### config.mk
export PLATFORM = sky130hd
export DESIGN_NAME = burst_requester_flat
export DESIGN_NICKNAME = d
export VERILOG_FILES = /design/src/rtl/burst_requester_if.sv /design/src/rtl/burst_requester.sv /design/src/flat_wrapper.sv
export SDC_FILE = /design/constraint.sdc
export NUM_CORES = 1
export LEC_CHECK = 0
export CORE_ASPECT_RATIO = 0.75
export CORE_MARGIN = 2
export CORE_UTILIZATION = 35
export CTS_CLUSTER_DIAMETER = 80
export DETAILED_ROUTE_END_ITERATION = 16
export PLACE_DENSITY_LB_ADDON = 0.12
export RECOVER_POWER = 100
export SLEW_MARGIN = 20
export SYNTH_ARGS = -nofsm -noshare
export SYNTH_HDL_FRONTEND = slang
export SYNTH_SLANG_ARGS = --single-unit
### constraint.sdc
create_clock -name clk -period 2.2 [get_ports clk]
set_input_delay 0.44 -clock clk [delete_from_list [all_inputs] [get_ports clk]]
set_output_delay 0.44 -clock clk [all_outputs]
set_load 0.1 [all_outputs]
### src/rtl/burst_requester_if.sv
// ---------------------------------------------------------------------------
// burst_requester_if
//   Groups the burst handshake between a controller, the burst_requester and
//   the transmitter it drives.
//
//   start  : request a burst (only looked at while the requester is idle)
//   len    : number of strobes requested, 1..15, captured together with start
//   s      : per-cycle strobe from the transmitter
//   g      : end-of-burst pulse from the transmitter
//   do_o   : burst request to the transmitter (high while in REQ)
//   busy   : requester is not idle
//   done   : one-cycle completion pulse
//   err    : sticky protocol-error flag, valid with done, held until next start
//   cnt    : strobes counted in the current or last burst
//
//   slave  : the burst_requester side
//   master : the controller / transmitter / testbench side
// ---------------------------------------------------------------------------
interface burst_requester_if;
    logic       start;
    logic [3:0] len;
    logic       s;
    logic       g;
    logic       do_o;
    logic       busy;
    logic       done;
    logic       err;
    logic [3:0] cnt;

    modport slave (
        input  start, len, s, g,
        output do_o, busy, done, err, cnt
    );

    modport master (
        output start, len, s, g,
        input  do_o, busy, done, err, cnt
    );
endinterface

### src/rtl/burst_requester.sv
// ---------------------------------------------------------------------------
// burst_requester
//   Issues a burst request to a transmitter, counts the strobes it returns and
//   flags protocol violations. Sequence per accepted request of length N:
//   IDLE -> REQ (N+1 cycles) -> END (1 cycle, g expected) -> GAP (done) -> IDLE
//
//   clk   : rising-edge clock for all state
//   rst_n : asynchronous active-low reset
//   bus   : burst_requester_if.slave (start/len/s/g in, do_o/busy/done/err/cnt out)
// ---------------------------------------------------------------------------
module burst_requester (
    input  logic               clk,
    input  logic               rst_n,
    burst_requester_if.slave   bus
);

    typedef enum logic [1:0] {
        ST_IDLE = 2'd0,
        ST_REQ  = 2'd1,
        ST_END  = 2'd2,
        ST_GAP  = 2'd3
    } state_e;

    state_e     state_q, state_d;
    logic [3:0] rem_q,   rem_d;
    logic [3:0] len_q,   len_d;
    logic [3:0] cnt_q,   cnt_d;
    logic       err_q,   err_d;

    logic [3:0] cnt_inc;
    logic [3:0] cnt_end;

    // NOTE: every signal gets its hold value before the case so that no path
    // leaves it unassigned; otherwise synthesis infers a latch.
    always_comb begin
        state_d = state_q;
        rem_d   = rem_q;
        len_d   = len_q;
        cnt_d   = cnt_q;
        err_d   = err_q;
        cnt_end = cnt_q;

        // Strobe counter saturates at 15 rather than wrapping.
        cnt_inc = (cnt_q == 4'd15) ? cnt_q : cnt_q + 4'd1;

        case (state_q)
            ST_IDLE: begin
                // Transmitter must be quiet while no burst is in flight.
                if (bus.s || bus.g) begin
                    err_d = 1'b1;
                end
                // Accepting a request clears err; listed last so clear wins.
                if (bus.start && (bus.len != 4'd0)) begin
                    len_d   = bus.len;
                    rem_d   = bus.len;
                    cnt_d   = 4'd0;
                    err_d   = 1'b0;
                    state_d = ST_REQ;
                end
            end

            ST_REQ: begin
                if (bus.s) begin
                    cnt_d = cnt_inc;
                end
                if (bus.g) begin
                    err_d = 1'b1;
                end
                // rem starts at len, so REQ lasts len+1 cycles.
                if (rem_q == 4'd0) begin
                    state_d = ST_END;
                end else begin
                    rem_d = rem_q - 4'd1;
                end
            end

            ST_END: begin
                // Compare against the count including this cycle's strobe.
                cnt_end = bus.s ? cnt_inc : cnt_q;
                cnt_d   = cnt_end;
                if (!bus.g || (cnt_end != len_q)) begin
                    err_d = 1'b1;
                end
                state_d = ST_GAP;
            end

            ST_GAP: begin
                if (bus.s || bus.g) begin
                    err_d = 1'b1;
                end
                state_d = ST_IDLE;
            end

            default: begin
                state_d = ST_IDLE;
            end
        endcase
    end

    // NOTE: state is updated with non-blocking assignments so every flop
    // samples the pre-edge values computed above, independent of statement order.
    always_ff @(posedge clk or negedge rst_n) begin
        if (!rst_n) begin
            state_q <= ST_IDLE;
            rem_q   <= 4'd0;
            len_q   <= 4'd0;
            cnt_q   <= 4'd0;
            err_q   <= 1'b0;
        end else begin
            state_q <= state_d;
            rem_q   <= rem_d;
            len_q   <= len_d;
            cnt_q   <= cnt_d;
            err_q   <= err_d;
        end
    end

    // Outputs decode straight from flops, so reset removes them immediately.
    assign bus.do_o = (state_q == ST_REQ);
    assign bus.busy = (state_q != ST_IDLE);
    assign bus.done = (state_q == ST_GAP);
    assign bus.err  = err_q;
    assign bus.cnt  = cnt_q;

endmodule

### src/flat_wrapper.sv
// flat-port wrapper written by rule: the top's interface ports become plain ports
module burst_requester_flat 
  (clk, rst_n, bus_start, bus_len, bus_s, bus_g, bus_do_o, bus_busy, bus_done, bus_err, bus_cnt);
  burst_requester_if bus_i ();
  input  logic clk;
  input  logic rst_n;
  input wire logic [$bits(bus_i.start)-1:0] bus_start;
  input wire logic [$bits(bus_i.len)-1:0] bus_len;
  input wire logic [$bits(bus_i.s)-1:0] bus_s;
  input wire logic [$bits(bus_i.g)-1:0] bus_g;
  output wire logic [$bits(bus_i.do_o)-1:0] bus_do_o;
  output wire logic [$bits(bus_i.busy)-1:0] bus_busy;
  output wire logic [$bits(bus_i.done)-1:0] bus_done;
  output wire logic [$bits(bus_i.err)-1:0] bus_err;
  output wire logic [$bits(bus_i.cnt)-1:0] bus_cnt;
  assign bus_i.start = bus_start;
  assign bus_i.len = bus_len;
  assign bus_i.s = bus_s;
  assign bus_i.g = bus_g;
  assign bus_do_o = bus_i.do_o;
  assign bus_busy = bus_i.busy;
  assign bus_done = bus_i.done;
  assign bus_err = bus_i.err;
  assign bus_cnt = bus_i.cnt;
  burst_requester u_core (.clk(clk), .rst_n(rst_n), .bus(bus_i));
endmodule
=== Word level (Yosys, flattened, before mapping) ===
Cells that the tools add are included.

* Register bits: 15
* Input port bits: 9
* Output and inout bits: 8
* Word-level logic and storage cells: 48

* Add/sub/neg operators: 2
* Eq/ne operators: 10
* Mux-type cells: 15
* Reduce and logical (&&, ||, !) cells: 16

{| class="wikitable"
|+ Operator list
! cell !! count
|-
| $mux 4 || 5
|-
| $pmux 4 s2 || 2
|-
| $pmux 2 s4 || 1
|-
| $reduce_and 2->1 || 4
|-
| $ne 2x1->1 const B || 3
|-
| $reduce_bool 2->1 || 3
|-
| $add 4x1->4 const B || 1
|-
| $eq 2x2->1 const B || 2
|-
| $eq 4x4->1 const B || 1
|-
| $logic_not 4->1 || 1
|-
| $mux 1 || 4
|-
| $mux 2 || 2
|-
| $ne 2x2->1 const B || 2
|-
| $ne 4x4->1 || 1
|-
| $pmux 1 s4 || 1
|-
| $reduce_bool 4->1 || 1
|-
| $sub 4x1->4 const B || 1
|-
| $reduce_and 3->1 || 1
|-
| $eq 2x1->1 const B || 1
|-
| $logic_not 2->1 || 1
|-
| $logic_or 1x1->1 || 2
|-
| $reduce_or 2->1 || 1
|-
| $logic_and 1x1->1 || 1
|-
| $logic_not 1->1 || 1
|}

=== Depth between registers and ports, before layout ===
Gate-level depths: netlist (run 1).

* Word-level depth: 7
* Gate-level depth with buffers: 9
* Gate-level depth less buffers: 7

=== Worst setup path before layout (run 1) ===
OpenSTA, ideal clock, no wires.

* Kind: register to register
* Start point: register u_core.cnt_q[0], in the netlist u_core.bus.cnt[0]
* End point: register u_core.err_q, in the netlist u_core.bus.err
* Library setup time: 128 ps
* Arrival time: 2561 ps
* Data required time: 2072 ps
* Path slack: -489 ps
* Stages on the path, launching flop included: 8
* Buffers on the path: 0
* Clock period less this slack: 2689 ps
* Cells stage by stage: dfrtp_1 > ha_1 > nand3_1 > nand2_1 > xnor2_1 > nand4_1 > o32ai_2 > mux2_1

* Cells in the longest elaborated chain, start to end: 7
* Elaborated cells on any way between the ends: 8
* Those cells by class: add/sub (1); eq/ne (3); mux (2); reduce/logical (2)

{| class="wikitable"
|+ RTL lines
! what !! line !! source
|-
| start: declaration || burst_requester.sv:27 || <nowiki>logic [3:0] cnt_q, cnt_d;</nowiki>
|-
| start signal: assignment || burst_requester.sv:113 || <nowiki>cnt_q <= cnt_d;</nowiki>
|-
| $add 4x1->4 or $eq 4x4->1 (tied branches) || burst_requester.sv:44 || <nowiki>cnt_inc = (cnt_q == 4'd15) ? cnt_q : cnt_q + 4'd1;</nowiki>
|-
| $mux 4 || burst_requester.sv:44 ||
|-
| $mux 4 (*) || burst_requester.sv:79 || <nowiki>cnt_end = bus.s ? cnt_inc : cnt_q;</nowiki>
|-
| $ne 4x4->1 (*) || burst_requester.sv:81 || <nowiki>if (!bus.g || (cnt_end != len_q)) begin</nowiki>
|-
| $logic_or 1x1->1 (*) || burst_requester.sv:81 ||
|-
| $ne 2x1->1 (no source line) (*) || - ||
|-
| $reduce_and 2->1 (no source line) (*) || - ||
|-
| end signal: assignment || burst_requester.sv:114 || <nowiki>err_q <= err_d;</nowiki>
|-
| end: declaration || burst_requester.sv:28 || <nowiki>logic err_q, err_d;</nowiki>
|}

Mark *: on every way between the ends. The rest lies on a longest branch, timed or not.
A chain may end at the register's enable or synchronous reset.

=== Final worst setup path (run 1) ===
* Start point: input bus_len[0]
* End point: register u_core.len_q[1]

* Cells in the longest elaborated chain, start to end: 3

{| class="wikitable"
|+ RTL lines
! what !! line !! source
|-
| start: declaration || flat_wrapper.sv:8 || <nowiki>input wire logic [$bits(bus_i.len)-1:0] bus_len;</nowiki>
|-
| $reduce_bool 4->1 || burst_requester.sv:53 || <nowiki>if (bus.start && (bus.len != 4'd0)) begin</nowiki>
|-
| $logic_and 1x1->1 || burst_requester.sv:53 ||
|-
| $reduce_and 2->1 (no source line) || - ||
|-
| end signal: assignment || burst_requester.sv:112 || <nowiki>len_q <= len_d;</nowiki>
|-
| end: declaration || burst_requester.sv:26 || <nowiki>logic [3:0] len_q, len_d;</nowiki>
|}

Every way passes these cells.

==> results of run 1 <==
path summary, 6_finish.rpt:
check	depth (start not counted)	slack [ns]	end	startpoint
min in group asynchronous	1	0.55	u_core.bus.cnt[2]$_DFFE_PN0P_	rst_n
hold reg to reg	1	0.53	u_core.len_q[1]$_DFFE_PN0P_	u_core.len_q[1]$_DFFE_PN0P_
hold / removal	1	0.53	u_core.len_q[1]$_DFFE_PN0P_	u_core.len_q[1]$_DFFE_PN0P_
setup reg to reg	7	0.08	u_core.bus.err$_DFFE_PN0P_	u_core.bus.cnt[0]$_DFFE_PN0P_
setup / recovery	6	0.06	u_core.len_q[1]$_DFFE_PN0P_	bus_len[0]
max in group asynchronous	2	0.87	u_core.rem_q[1]$_DFFE_PN0P_	rst_n
metal layers:
layer,wire (µm),part of all wire [%],up-vias,track usage (%)
met5,0,0,-,0
met4,44,1.7,0,8.163
met3,81,3.1,4,4.626
met2,1098,43,14,25.33
met1,1349,52,432,24.93
li1,-,-,474,-
cell families after synthesis:
kind of cell             Yosys count
AO/OA/AOI/OAI                     34
AND/OR/NAND/NOR                   34
flip-flops                        15
buffers and inverters             12
adder cells (fa/ha/maj)            7
multiplexers                       6
XOR/XNOR                           5
cell usage after synthesis, drive strengths merged:
library cell  instances  share of area (%)
a21boi                1               0.73
a21o                  1               0.73
a21oi                 7                3.4
a22o                  1               0.85
a22oi                 1               0.73
a311oi                1                1.5
a31oi                 1               0.61
a41oi                 1               0.85
and2                  1               0.61
and4                  1                1.1
buf                   2               0.97
clkbuf                3                1.1
dfrtp                15                 36
ha                    7                8.5
inv                   7                2.5
mux2                  5                5.5
mux2i                 1               0.97
nand2                14                5.1
nand3                 6                2.9
nand3b                3                2.5
nand4                 1               0.61
nand4b                1               0.85
nor2                  3                1.1
nor2b                 1               0.61
nor3                  1               0.48
o211ai                2                1.5
o21ai                13                6.7
o221ai                1               0.85
o22ai                 2                1.2
o32ai                 1                1.6
o41ai                 1                1.6
or2b                  1               0.73
or3                   1               0.61
xnor2                 4                3.4
xor2                  1               0.85
worst max-delay path: stages:
cell	delay, ns
clkdlybuf4s50_1	0.44
o41ai_1	0.58
buf_4	0.21
inv_1	0.08
nand2_1	0.17
mux2_2	0.36
sequential cells by signal, summed over array words and instances (netlist names):
name	count
u_core.len_q	4
u_core.bus.err	1
u_core.bus.cnt	4
u_core.state_q	2
u_core.rem_q	4
through the flow:
stage	cell area, µm²	TNS [ns]	util (%)	worst slack [ns]
6_report	1370	0	47.71	0.05547
5_1_grt	1370	0	47.71	0.01559
4_1_cts	1421	0	49.50	0.08613
3_5_place_dp	1376	-0.3025	47.93	-0.1035
3_3_place_gp	1376	-0.1178	47.93	-0.1178
2_1_floorplan	1052	-0.09125	-	-0.09125
final cells by class:
type                    count  area, µm²  area share, %
well taps                  38      47.55          3.470
clock buffers               4      45.04          3.288
flip-flops and latches     15      382.9          27.95
repair buffers             32      254.0          18.54
multi-input cells          86      614.3          44.84
inverters                   7      26.28          1.918
layout by cell type, fill, tap and decap left out, types with 2 or more instances in the layout:
cell	Yosys	layout
buf_4	0	15
nand2_1	14	14
o21ai_0	12	12
dfrtp_1	15	11
inv_1	7	7
a21oi_1	7	7
clkdlybuf4s50_1	0	7
nand3_1	6	6
ha_1	7	6
clkbuf_2	0	6
mux2_2	4	4
xnor2_1	4	4
nor2_1	3	3
clkbuf_8	0	3
dfrtp_2	0	3
nand3b_1	2	2
o22ai_1	2	2
o211ai_1	2	2
clkbuf_1	3	2
==> flow_metrics.env, run 1 <==
export IMPL_clk_transition_reported_paths_ns=0.06
export IMPL_ctsResizeCount=0
export IMPL_syn_instance_count=113
export IMPL_path_max_fanout=4
export IMPL_relSlewSlack_pct=62.03
export IMPL_maxCapViolCount=0
export IMPL_first_pass_iters=4
export IMPL_fillers=285
export IMPL_grt_overflow=0
export IMPL_instances_no_fill=182
export IMPL_num_rows=17
export IMPL_dp_cells=178
export IMPL_ys_seq_area_share_pct=36.36
export IMPL_vias=924
export IMPL_hpwl_um=1979
export IMPL_clk_path_buf_depth=2
export IMPL_synth_nets=129
export IMPL_clock_sinks=15
export IMPL_grt_pass1_wl_um=4422
export IMPL_final_max_slew_viol_count=0
export IMPL_required_ns=2.34
export IMPL_port_buffers=16
export IMPL_holdWs_ns=0.5340
export IMPL_dieHeight_um=51.03
export IMPL_antenna_found_initial=0
export IMPL_grt_max_degree=13
export IMPL_max_freq_mhz=466.3
export IMPL_critPathLaunchType="input port"
export IMPL_synth_seq_cells=15
export IMPL_synth_compound_area_share_pct=22.67
export IMPL_outcome="complete, no violations"
export IMPL_gp_congestion=0.7921
export IMPL_critPathKind="input port to register"
export IMPL_hold_class="register to register"
export IMPL_ant_nets=0
export IMPL_clkLatencyLatePin_ns=0.25
export IMPL_numCtsBuffers=3
export IMPL_cts_tree="done"
export IMPL_layout_nets=161
export IMPL_root_buffer="clkbuf_8"
export IMPL_die_area_um2=3404
export IMPL_htreeDepth=1
export IMPL_post_synth_num_cell_types=38
export IMPL_synth_fa_ha_area_share_pct=8.485
export IMPL_grt_usage_pct=17.75
export IMPL_post_drt_wl_per_cell_um=14.14
export IMPL_synthXorXnorAreaFrac_pct=4.242
export IMPL_hold_buffers=0
export IMPL_drt_initial_drc_count=45
export IMPL_cts_setup_buffers=0
export IMPL_rsz0062_at_grt="false"
export IMPL_drc_errors=0
export IMPL_drt_total_wl_um=2574
export IMPL_period_minus_slack_ns=2.145
export IMPL_synthMuxAreaShare_pct=6.424
export IMPL_synth_area_per_cell_um2=9.135
export IMPL_chipWidth_um=66.71
export IMPL_crit_path_end_kind="register"
export IMPL_io_pins=17
export IMPL_synth_cell_area_um2=1032
export IMPL_drive_above_1_share_pct=27.78
export IMPL_area_growth_pct=32.73
export IMPL_synth_top_family_by_area="compound AO/OA/AOI/OAI gates"
export IMPL_vias_per_cell=5.077
export IMPL_design_core_area_um2=2872
export IMPL_initial_core_util_pct=35.95
export IMPL_worstPathArrival_ns=2.28
export IMPL_synth_simple_area_share_pct=17.21
export IMPL_hold_violations=0
export IMPL_first_global_vias=923
export IMPL_synth_warning_count=0
export IMPL_worst_slew_pin_slew_ns=0.5621
export IMPL_period_share_pct=97.48
export IMPL_antenna_cells=0
export IMPL_skew_ns=0.001293
export IMPL_finalSetupViolations=0
Power of run 1 is left out: the tool's default activity adds up to more than one toggle a clock period on the data nets, which glitch-free logic cannot reach.
==> inputs of run 2 (changes only) <==
--- a/config.mk
+++ b/config.mk
@@ -5,14 +5,16 @@
 export SDC_FILE = /design/constraint.sdc
 export NUM_CORES = 1
 export LEC_CHECK = 0
+export CELL_PAD_IN_SITES_DETAIL_PLACEMENT = 1
+export CELL_PAD_IN_SITES_GLOBAL_PLACEMENT = 2
 export CORE_ASPECT_RATIO = 0.75
 export CORE_MARGIN = 2
-export CORE_UTILIZATION = 35
+export CORE_UTILIZATION = 32
 export CTS_CLUSTER_DIAMETER = 80
 export DETAILED_ROUTE_END_ITERATION = 16
 export PLACE_DENSITY_LB_ADDON = 0.12
 export RECOVER_POWER = 100
-export SLEW_MARGIN = 20
+export SLEW_MARGIN = 30
 export SYNTH_ARGS = -nofsm -noshare
 export SYNTH_HDL_FRONTEND = slang
 export SYNTH_SLANG_ARGS = --single-unit
==> run 2 against run 1 <==
Worst hold slack got worse by 0.0061 ns. Register-to-register slack better by 0.03 ns. Worst setup slack better by 0.058 ns. Cell area is 0.91% higher. Non-clock buffer count rose by 2. Die area up 8.7%. Flip-flop and latch count stayed put. Clock skew grew 0.00060 ns. Utilization is 1.6 points lower. Largest cell class unchanged.
==> flow_metrics.env, run 2 (synthesized netlist as in run 1, its figures left out) <==
export IMPL_ctsResizeCount=0
export IMPL_slowest_stage="dfrtp_4"
export IMPL_crit_path_end_kind="register"
export IMPL_antenna_found_initial=0
export IMPL_io_pins=17
export IMPL_cp_cell_sequence="ha_1, buf_4, nand4b_1, nand2_1, xor2_1, nand4_1, o32ai_2, mux2_1"
export IMPL_rsz0062_at_grt="false"
export IMPL_critPathMaxStageDelay_ns=0.48
export IMPL_r2r_cells=8
export IMPL_clkLatencyLatePin_ns=0.25
export IMPL_cts_setup_buffers=0
export IMPL_drc_errors=0
export IMPL_final_area_um2=1383
export IMPL_clock_sinks=15
export IMPL_clk_transition_reported_paths_ns=0.06
export IMPL_cts_tree="done"
export IMPL_period_share_pct=94.85
export IMPL_port_buffers=16
export IMPL_fin_tns_setup_ns=0
export IMPL_first_pass_iters=4
export IMPL_reg2reg_from="u_core.bus.cnt[0]$_DFFE_PN0P_"
export IMPL_ant_nets=0
export IMPL_crit_start="u_core.bus.cnt[0]$_DFFE_PN0P_"
export IMPL_critPathLaunchType="register"
export IMPL_htreeDepth=1
export IMPL_period_minus_slack_ns=2.087
export IMPL_worst_slew_pin_slew_ns=0.8760
export IMPL_post_drt_wl_per_cell_um=15.80
export IMPL_required_ns=2.33
export IMPL_chipWidth_um=69.58
export IMPL_drive_above_1_share_pct=26.03
export IMPL_path_max_fanout=4
export IMPL_dieHeight_um=53.19
export IMPL_drt_total_wl_um=2907
export IMPL_final_common_cell="nand2_1"
export IMPL_critPathKind="register to register"
export IMPL_hpwl_um=2304
export IMPL_layout_common_cells="14 x nand2_1, 13 x buf_4, 12 x o21ai_0"
export IMPL_grt_usage_pct=17.62
export IMPL_holdWs_ns=0.5279
export IMPL_area_growth_pct=33.94
export IMPL_numCtsBuffers=3
export IMPL_initial_core_util_pct=34.42
export IMPL_gp_congestion=0.7755
export IMPL_hold_violations=0
export IMPL_vias_per_cell=5.217
export IMPL_grt_overflow=0
export IMPL_layout_nets=163
export IMPL_hold_buffers=0
export IMPL_max_freq_mhz=479.2
export IMPL_relSlewSlack_pct=41.60
export IMPL_grt_max_degree=16
export IMPL_hold_class="register to register"
export IMPL_vias=960
export IMPL_drt_initial_drc_count=38
export IMPL_final_max_slew_viol_count=0
export IMPL_root_buffer="clkbuf_8"
export IMPL_first_global_vias=997
export IMPL_die_area_um2=3701
export IMPL_regToRegEndpoint="u_core.bus.err$_DFFE_PN0P_"
export IMPL_endpoint="u_core.bus.err$_DFFE_PN0P_"
export IMPL_clk_path_buf_depth=2
export IMPL_worstPathArrival_ns=2.22
export IMPL_num_rows=17
export IMPL_r2r_slack_ns=0.11
export IMPL_grt_pass1_wl_um=4843
export IMPL_design_core_area_um2=2999
export IMPL_maxCapViolCount=0
export IMPL_finalSetupViolations=0
export IMPL_placed_area_um2=1391
export IMPL_outcome="complete, no violations"
export IMPL_skew_ns=0.001890
export IMPL_antenna_cells=0
==> run 2: cell types whose count changed in the layout (fill, tap and decap cells not counted), sizes merged <==
cell,before,now
buf,16,15
clkbuf,12,15
==> run 2: worst min path at each step <==
stage | startpoint | slack [ns] | end | cells past startpoint
2_1_floorplan | rst_n | 0.14 | u_core.bus.cnt[1]$_DFFE_PN0P_ | 0
3_3_place_gp | u_core.bus.err$_DFFE_PN0P_ | 0.51 | u_core.bus.err$_DFFE_PN0P_ | 1
3_5_place_dp | u_core.bus.err$_DFFE_PN0P_ | 0.53 | u_core.bus.err$_DFFE_PN0P_ | 1
4_1_cts | rst_n | 0.51 | u_core.bus.cnt[3]$_DFFE_PN0P_ | 2
5_1_grt | u_core.len_q[3]$_DFFE_PN0P_ | 0.55 | u_core.len_q[3]$_DFFE_PN0P_ | 1
6_report | u_core.bus.err$_DFFE_PN0P_ | 0.53 | u_core.bus.err$_DFFE_PN0P_ | 1
==> run 2: metrics by stage <==
stage / cells / setup slack, ns / util, %
global placement: 180 / -0.03225 / 46.39
detailed placement: 180 / -0.1401 / 46.39
global route: 184 / 0.008428 / 46.10
CTS: 184 / 0.09852 / 47.89
floorplan: 113 / -0.09125 / -
finish: 184 / 0.1132 / 46.10
==> run 2: final cells by class <==
type | instances | area, µm²
clock buffers | 4 | 45.04
inverters | 7 | 26.28
well taps | 38 | 47.55
flip-flops and latches | 15 | 382.9
repair buffers | 34 | 266.5
fillers | 361 | 1617
multi-input cells | 86 | 614.3
==> run 2: worst max-delay path: cells and delay by family (launching register included) <==
| family | cells | cell delay, ns |
|---|---|---|
| AND/OR/NAND/NOR | 3 | 0.33 |
| flip-flops | 1 | 0.48 |
| buffers and inverters | 1 | 0.16 |
| XOR/XNOR | 1 | 0.14 |
| multiplexers | 1 | 0.34 |
| adder cells (fa/ha/maj) | 1 | 0.24 |
| AO/OA/AOI/OAI | 1 | 0.28 |
==> run 2: layer usage <==
layer  routed length [µm]  global-route usage (%)  share of wire, %
met4                    7                   2.941              0.24
met3                  103                   5.714               3.5
met5                    0                       0                 0
met2                 1333                   28.53                46
met1                 1462                   23.47                50
Power of run 2 is left out for the same reason.
==> inputs of run 3 (changes only) <==
--- a/config.mk
+++ b/config.mk
@@ -12,7 +12,7 @@
 export CORE_UTILIZATION = 32
 export CTS_CLUSTER_DIAMETER = 80
 export DETAILED_ROUTE_END_ITERATION = 16
-export PLACE_DENSITY_LB_ADDON = 0.12
+export PLACE_DENSITY_LB_ADDON = 0.2
 export RECOVER_POWER = 100
 export SLEW_MARGIN = 30
 export SYNTH_ARGS = -nofsm -noshare
==> run 3 against run 2 <==
Wire length fell by 2.4%. Critical path depth is 1 lower. Clock skew grew 0.0035 ns. Via count is 1.5% lower. Cell area down 1.2%. Utilization decreased by 0.54 points. Flip-flop and latch count unchanged. First-iteration DRC count down 61%. Sequential share of layout area up 0.33 points. Fmax grew 0.89%. Worst hold slack improved by 0.019 ns.
==> flow_metrics.env, run 3 (synthesized netlist as in run 1, its figures left out) <==
export IMPL_outcome="complete, no violations"
export IMPL_crit_path_end_kind="register"
export IMPL_chipWidth_um=69.58
export IMPL_clock_sinks=15
export IMPL_port_buffers=16
export IMPL_worst_slew_pin_slew_ns=0.8704
export IMPL_fin_tns_setup_ns=0
export IMPL_met1_usage_pct=21.56
export IMPL_hold_start="u_core.len_q[0]$_DFFE_PN0P_"
export IMPL_relSlewSlack_pct=41.97
export IMPL_finalSetupViolations=0
export IMPL_vias=946
export IMPL_dieHeight_um=53.19
export IMPL_drt_total_wl_um=2837
export IMPL_htreeDepth=1
export IMPL_grt_overflow=0
export IMPL_clk_transition_reported_paths_ns=0.07
export IMPL_critPathLaunchType="input port"
export IMPL_ctsResizeCount=0
export IMPL_grt_usage_pct=17.72
export IMPL_use_met3_pct=5.143
export IMPL_grt_max_degree=16
export IMPL_first_pass_iters=2
export IMPL_path_max_fanout=7
export IMPL_vias_per_cell=5.227
export IMPL_critPathKind="input port to register"
export IMPL_antenna_cells=0
export IMPL_crit_start="bus_s"
export IMPL_area_growth_pct=32.36
export IMPL_hold_class="register to register"
export IMPL_grt_pass1_wl_um=4885
export IMPL_post_drt_wl_per_cell_um=15.67
export IMPL_die_area_um2=3701
export IMPL_maxCapViolCount=0
export IMPL_clk_path_buf_depth=2
export IMPL_max_freq_mhz=483.5
export IMPL_layout_nets=160
export IMPL_met2_usage_pct=30.61
export IMPL_drive_above_1_share_pct=25.87
export IMPL_initial_core_util_pct=34.42
export IMPL_final_max_slew_viol_count=0
export IMPL_r2r_cells=7
export IMPL_ant_nets=0
export IMPL_final_common_cell="nand2_1"
export IMPL_design_core_area_um2=2999
export IMPL_dp_cells=177
export IMPL_first_global_vias=1043
export IMPL_top_usage_layer="met2"
export IMPL_gp_congestion=0.7805
export IMPL_hpwl_um=2206
export IMPL_whs_path_depth=1
export IMPL_layout_common_cells="14 x nand2_1, 12 x o21ai_0, 11 x dfrtp_1"
export IMPL_num_rows=17
export IMPL_period_share_pct=94.02
export IMPL_drc_errors=0
export IMPL_reg2reg_from="u_core.bus.cnt[0]$_DFFE_PN0P_"
export IMPL_worstPathArrival_ns=2.20
export IMPL_period_minus_slack_ns=2.068
export IMPL_rsz0062_at_grt="false"
export IMPL_cts_setup_buffers=0
export IMPL_skew_ns=0.005366
export IMPL_drt_initial_drc_count=15
export IMPL_clkLatencyLatePin_ns=0.25
export IMPL_antenna_found_initial=0
export IMPL_cts_tree="done"
export IMPL_required_ns=2.33
export IMPL_root_buffer="clkbuf_8"
export IMPL_instances_no_fill=181
export IMPL_fillers=361
export IMPL_numCtsBuffers=3
export IMPL_io_pins=17
export IMPL_hold_buffers=0
export IMPL_hold_violations=0
run 3: cell count changes in the layout (fill, tap and decap cells not counted):
cell	previous run	this run
o41ai_2	0	1
o32ai_1	0	1
clkbuf_1	6	5
o41ai_1	1	0
ha_1	6	5
clkbuf_4	0	1
o32ai_2	1	0
buf_4	13	10
ha_2	0	1
run 3: stage by stage:
| stage | setup WS, ns | hold WS (ns) | util [%] | instance area (µm²) |
|---|---|---|---|---|
| floorplan | -0.09125 | 0.1444 | - | 1052 |
| global placement | -0.05388 | 0.5192 | 45.64 | 1369 |
| detailed placement | -0.1107 | 0.5193 | 45.64 | 1369 |
| CTS | 0.09249 | 0.5145 | 47.14 | 1414 |
| global route | 0.02554 | 0.5717 | 45.56 | 1366 |
| finish | 0.1316 | 0.5465 | 45.56 | 1366 |
run 3: cell type report:
type | instances | area, µm² | area share (%)
inverter | 7 | 26.28 | 1.923
sequential | 15 | 382.9 | 28.02
clock buffer | 4 | 45.04 | 3.297
multi-input combinational | 86 | 616.8 | 45.15
tap | 38 | 47.55 | 3.480
timing repair buffer | 31 | 247.7 | 18.13
run 3: final timing paths:
path,endpoint,slack [ns]
worst max-delay path,u_core.bus.err$_DFFE_PN0P_,0.13
worst min-delay path,u_core.len_q[0]$_DFFE_PN0P_,0.55
worst max register to register,u_core.bus.err$_DFFE_PN0P_,0.15
worst min register to register,u_core.len_q[0]$_DFFE_PN0P_,0.55
max in group asynchronous,u_core.bus.cnt[0]$_DFFE_PN0P_,0.76
min in group asynchronous,u_core.len_q[0]$_DFFE_PN0P_,0.81
run 3: worst max-delay path: stages:
cell	delay, ns
clkdlybuf4s50_1	0.60
and4_4	0.29
nand3b_2	0.10
o21ai_2	0.07
xnor2_1	0.08
o32ai_1	0.28
mux2_1	0.34
run 3: routing by layer:
layer  part of all wire [%]  wire length (µm)  up-vias
met5                      0                 0        -
met1                     49              1404      464
met3                    3.1                87        4
met2                     46              1303       11
met4                    1.5                42        0
li1                       -                 -      467
Power of run 3 is left out for the same reason.
